<file path="config.mk">
export PLATFORM = sky130hd
export DESIGN_NAME = truth_table_sweep_ctrl
export DESIGN_NICKNAME = d
export VERILOG_FILES = /design/src/rtl/truth_table_sweep_ctrl.sv
export SDC_FILE = /design/constraint.sdc
export NUM_CORES = 1
export LEC_CHECK = 0
export CORE_MARGIN = 3
export CORE_UTILIZATION = 47
export DETAILED_ROUTE_END_ITERATION = 7
export PLACE_DENSITY = 0.84
export RECOVER_POWER = 25
export SLEW_MARGIN = 20
export SYNTH_ARGS = -nofsm -noshare
export SYNTH_HDL_FRONTEND = slang
export SYNTH_SLANG_ARGS = --single-unit
</file>
<file path="constraint.sdc">
create_clock -name clk -period 2.1 [get_ports clk]
set_clock_uncertainty 0.1 [all_clocks]
set_input_delay 0.42 -clock clk [delete_from_list [all_inputs] [get_ports clk]]
set_output_delay 0.42 -clock clk [all_outputs]
set_load 0.02 [all_outputs]
</file>
<file path="src/rtl/truth_table_sweep_ctrl.sv">
// rtl/truth_table_sweep_ctrl.sv - steps a 3-input circuit through all 8 rows and checks its truth table
// Optional glitch detection per row is enabled with TRUTH_TABLE_SWEEP_GLITCH_EN.
module truth_table_sweep_ctrl #(
    parameter int SETTLE_CYCLES = 4,
    parameter int CNT_W         = 8
) (
    input  logic       clk,
    input  logic       rst_n,
    input  logic       start,
    input  logic       abort,
    input  logic [7:0] expected,
    input  logic       dut_out,
    output logic       in1,
    output logic       in2,
    output logic       in3,
    output logic       busy,
    output logic       done,
    output logic [7:0] observed,
    output logic       match,
    output logic [7:0] mismatch_mask
`ifdef TRUTH_TABLE_SWEEP_GLITCH_EN
    ,
    output logic [7:0] unstable
`endif
);

    typedef enum logic [1:0] {
        ST_IDLE   = 2'd0,
        ST_SETTLE = 2'd1,
        ST_DONE   = 2'd2
    } state_t;

    localparam logic [CNT_W-1:0] CNT_LAST = CNT_W'(SETTLE_CYCLES - 1);

    state_t           state_q;
    logic [2:0]       row_q;
    logic [CNT_W-1:0] cnt_q;
    logic [7:0]       exp_q;
    logic [7:0]       obs_q;
    logic [7:0]       obs_d;
    logic [7:0]       mask_q;
    logic             match_q;
    logic [2:0]       in_q;
    logic             busy_q;
    logic             done_q;
    logic             last_cnt;
    logic             start_acc;
    logic             rows_clean;

    assign last_cnt  = (cnt_q == CNT_LAST);
    assign start_acc = (state_q == ST_IDLE) && start;

    // Table bit [7-row] holds the sample for that row, so row 000 lands in the MSB.
    always_comb begin
        obs_d = obs_q;
        obs_d[3'd7 - row_q] = dut_out;
    end

`ifdef TRUTH_TABLE_SWEEP_GLITCH_EN
    logic [7:0] unst_q;
    logic [7:0] unst_d;
    logic       prev_q;

    // The first cycle of a row has no same-row predecessor, so it is never compared.
    always_comb begin
        unst_d = unst_q;
        if ((cnt_q != '0) && (dut_out != prev_q)) begin
            unst_d[3'd7 - row_q] = 1'b1;
        end
    end

    always_ff @(posedge clk or negedge rst_n) begin
        if (!rst_n) begin
            unst_q <= 8'h00;
            prev_q <= 1'b0;
        end else if (start_acc) begin
            unst_q <= 8'h00;
        end else if ((state_q == ST_SETTLE) && !abort) begin
            unst_q <= unst_d;
            prev_q <= dut_out;
        end
    end

    assign unstable   = unst_q;
    assign rows_clean = (unst_d == 8'h00);
`else
    assign rows_clean = 1'b1;
`endif

    always_ff @(posedge clk or negedge rst_n) begin
        if (!rst_n) begin
            state_q <= ST_IDLE;
            row_q   <= 3'd0;
            cnt_q   <= '0;
            exp_q   <= 8'h00;
            obs_q   <= 8'h00;
            mask_q  <= 8'h00;
            match_q <= 1'b0;
            in_q    <= 3'd0;
            busy_q  <= 1'b0;
            done_q  <= 1'b0;
        end else begin
            case (state_q)
                ST_IDLE: begin
                    done_q <= 1'b0;
                    in_q   <= 3'd0;
                    if (start) begin
                        exp_q   <= expected;
                        row_q   <= 3'd0;
                        cnt_q   <= '0;
                        obs_q   <= 8'h00;
                        mask_q  <= 8'h00;
                        match_q <= 1'b0;
                        busy_q  <= 1'b1;
                        state_q <= ST_SETTLE;
                    end
                end
                ST_SETTLE: begin
                    if (abort) begin
                        busy_q  <= 1'b0;
                        in_q    <= 3'd0;
                        cnt_q   <= '0;
                        state_q <= ST_IDLE;
                    end else if (last_cnt) begin
                        cnt_q <= '0;
                        obs_q <= obs_d;
                        if (row_q == 3'd7) begin
                            busy_q  <= 1'b0;
                            done_q  <= 1'b1;
                            in_q    <= 3'd0;
                            mask_q  <= obs_d ^ exp_q;
                            match_q <= (obs_d == exp_q) && rows_clean;
                            state_q <= ST_DONE;
                        end else begin
                            row_q <= row_q + 3'd1;
                            in_q  <= row_q + 3'd1;
                        end
                    end else begin
                        cnt_q <= cnt_q + 1'b1;
                    end
                end
                ST_DONE: begin
                    done_q  <= 1'b0;
                    state_q <= ST_IDLE;
                end
                default: begin
                    state_q <= ST_IDLE;
                    busy_q  <= 1'b0;
                    done_q  <= 1'b0;
                    in_q    <= 3'd0;
                end
            endcase
        end
    end

    assign in1           = in_q[2];
    assign in2           = in_q[1];
    assign in3           = in_q[0];
    assign busy          = busy_q;
    assign done          = done_q;
    assign observed      = obs_q;
    assign match         = match_q;
    assign mismatch_mask = mask_q;

endmodule

</file>
==> results.sh <==
export IMPL_dr_pass1_iters=4
export IMPL_tritoncts="built"
export IMPL_hpwl_mm=3.42
export IMPL_swShare_pct=29.7
export IMPL_hold_end="done"
export IMPL_cts_sinks=43
export IMPL_antenna_found_initial=0
export IMPL_cts_inserted_buffers=5
export IMPL_syn_area_per_cell_sq_um=9.47
export IMPL_leakage_nw=1.30
export IMPL_netlist_top_cells_area="dfrtp_1, nand2_1, xor2_1"
export IMPL_layout_min_cycle_time_ns=2.07
export IMPL_slowest_stage="or4b_4"
export IMPL_syn_cell_area_sq_um=2060
export IMPL_p_comb_share_pct=23.8
export IMPL_viasPerCell=5.55
export IMPL_fin_ws_ns=0.0257
export IMPL_ir_drop_mv=0.401
export IMPL_r2r_cells=7
export IMPL_crit_path_cell_trace="ha_2 > or4b_4 > nor4_4 > buf_4 > o22ai_4 > o21ai_0 > nand2_1"
export IMPL_grt_ovfl_total=0
export IMPL_drtAntennaViolNets=0
export IMPL_critPathKind="flip-flop to flip-flop"
export IMPL_required_ns=2.20
export IMPL_yosysWarnings=0
export IMPL_cp_max_fo=8
export IMPL_power_frac_seq_pct=45.2
export IMPL_die_w_microns=72.3
export IMPL_internal_power_w=0.00148
export IMPL_p_per_area_nw_per_um2=753
export IMPL_wire_per_inst_microns=15.3
export IMPL_regArea_sq_um=1080
export IMPL_final_hold_violation_count=0
export IMPL_io_buffers=34
export IMPL_min_path_type="flip-flop to flip-flop"
export IMPL_syn_to_final_growth_pct=35.9
export IMPL_power_switching_w=0.000627
export IMPL_drive_above_1_share_pct=17.0
export IMPL_hold_start="done"
export IMPL_power_w=0.00211
export IMPL_core_sq_um=4120
export IMPL_async_flop_share_pct=100
export IMPL_fmax_mhz=482
export IMPL_reg2reg_to="observed[5]"
export IMPL_first_iter_violations=174
export IMPL_synth_top_area_share_pct=52.1
export IMPL_status="finished clean"
export IMPL_clockPowerShare_pct=31.0
export IMPL_route_vias_total=1815
export IMPL_wirelength_mm=5.01
export IMPL_fin_util_pct=68.2
export IMPL_rr_startpoint="cnt_q[0]"
export IMPL_end_kind="flip-flop"
export IMPL_gp_congestion=0.886
export IMPL_cp_start_kind="flip-flop"
export IMPL_fillers=319
export IMPL_rsz0062_at_grt="yes"
export IMPL_syn_nets=234
export IMPL_ctsLongestPathBuffers=2
export IMPL_cpPeakStageDelay_ns=0.47
export IMPL_nNetsFinal=292
export IMPL_synth_edf_count=0
export IMPL_dp_slack_ns=-0.0460
export IMPL_clk_latency_ns=0.31
export IMPL_grt_pass1_vias=1660
export IMPL_synth_seq_cells=43
export IMPL_die_y_microns=72.3
export IMPL_reg2reg_slack_ns=0.03
export IMPL_initial_core_util_pct=50.2
export IMPL_worst_pin_slew_ns=1.06
export IMPL_setup_tns_final_ns=0
export IMPL_cts_reportedPaths_clkPinSlew_ns=0.09
export IMPL_hold_slack_ns=0.388
export IMPL_drc_errors=0
export IMPL_row_count=23
export IMPL_drv_slew=0
export IMPL_multi_input_area_sq_um=971
export IMPL_diodes=0
export IMPL_grt_max_degree=26
export IMPL_synth_ff_type="dfrtp_1"
export IMPL_synth_cell_types=31
export IMPL_finalSetupViolCount=0
export IMPL_yosysSeqAreaShare_pct=52.1
export IMPL_cp_arrival_ns=2.17
export IMPL_whs_path_depth=2
export IMPL_slew_headroom_pct=29.2
export IMPL_grt_pass1_wl_mm=7.71
export IMPL_synth_cells=218
export IMPL_io_pins=35
export IMPL_drv_cap=0
export IMPL_grtUsageTotal_pct=19.1
export IMPL_die_area_sq_um=5220
export IMPL_clockRootBuffer="clkbuf_8"
export IMPL_yosys_area_top_type="dfrtp_1"
export IMPL_htreeDepth=2
export IMPL_final_period_utilization_pct=98.8
[logic make-up (layout without fill, tap and decap cells)]
kind of cell | count (synthesis) | in the layout | synth area share [%]
multiplexers | 10 | 10 | 4.91
buffers and inverters | 18 | 77 | 3.33
flip-flops | 43 | 43 | 52.1
AO/OA/AOI/OAI | 36 | 36 | 10.0
XOR/XNOR | 14 | 14 | 5.94
adder cells (fa/ha/maj) | 3 | 3 | 1.82
AND/OR/NAND/NOR | 94 | 94 | 21.9
[repair_timing]
item,CTS,global route
gates resized for setup,1,15
endpoints found under the setup margin,2,15
buffers inserted,0,2
pin swaps,0,1
hold buffers,1,0
hold endpoints to repair,18,0
gates cloned,0,0
[cell usage in the layout, fill, tap and decap left out, drive strengths merged, types with 2 or more instances in the layout]
cell / synthesis / final
nand3b: 3 / 3
buf: 1 / 25
clkinv: 0 / 2
o21ai: 18 / 18
dfrtp: 43 / 43
a22o: 2 / 2
nand4: 5 / 5
inv: 9 / 9
xnor2: 2 / 2
o22ai: 5 / 5
nand3: 17 / 17
mux2i: 9 / 9
nor3: 3 / 3
xor2: 12 / 12
nor2: 17 / 17
nor3b: 3 / 3
a21oi: 8 / 8
clkdlybuf4s50: 0 / 33
nand2b: 2 / 2
nand2: 38 / 38
clkbuf: 8 / 6
ha: 3 / 3
[how the worst max path moves through the flow]
| stage | startpoint | end | slack [ns] |
|---|---|---|---|
| after floorplan | cnt_q[0] | in_q[0] | -0.15 |
| after global placement | cnt_q[0] | observed[7] | 0.04 |
| after detailed placement | dut_out | match | -0.05 |
| after CTS | row_q[0] | match | 0.05 |
| after global routing | cnt_q[1] | observed[3] | -0.09 |
| final | cnt_q[0] | observed[5] | 0.03 |
[power groups by stage]
stage                     logic [W]  clock network, W  registers, W
after global placement     0.000435                 0      0.000965
after floorplan            0.000233                 0      0.000969
after CTS                  0.000458          0.000659      0.000952
after detailed placement   0.000449                 0      0.000968
final                      0.000502          0.000654      0.000955
after global routing       0.000550          0.000700      0.000964
[per-stage QoR]
stage	std cells	instance area [sq um]
final	327	2810
after global routing	327	2810
after CTS	325	2750
after detailed placement	316	2620
after global placement	316	2620
after floorplan	218	2070
[area by class of cell]
cell class              count  share of cell area [%]
inverters                   9                    1.20
well taps                  50                    2.23
multi-input cells         157                    34.6
flip-flops and latches     43                    38.4
repair buffers             60                    19.5
clock inverters             3                    1.56
clock buffers               5                    2.45
[flip-flops by register name (all words and copies together), names as in the netlist]
signal and flops:
cnt_q 8, exp_q 8, mismatch_mask 8, observed 8, in_q 3, row_q 3
state_q 2, busy 1, done 1, match 1
[worst max-delay path, delay by kind of cell (launching register included)]
| kind | cells | cell delay, ns |
|---|---|---|
| simple gates | 3 | 0.80 |
| compound gates | 2 | 0.32 |
| fa+ha+maj | 1 | 0.18 |
| buf+inv | 1 | 0.21 |
| flops | 1 | 0.36 |
[Yosys cell counts (5+ instances only)]
master    count
dfrtp_1      43
nand2_1      38
o21ai_0      18
nand3_1      17
nor2_1       17
xor2_1       12
inv_1         9
mux2i_1       9
clkbuf_1      8
a21oi_1       7
nand4_1       5
o22ai_1       5
[routing by layer]
layer	track usage [%]	vias up	share of wire, %
li1	-	862	-
met1	26.3	882	45
met2	29.5	56	48
met3	4.85	15	5.3
met4	6.47	0	2.2
met5	0	-	0
Note: power is estimated with default switching activity, not from simulation.
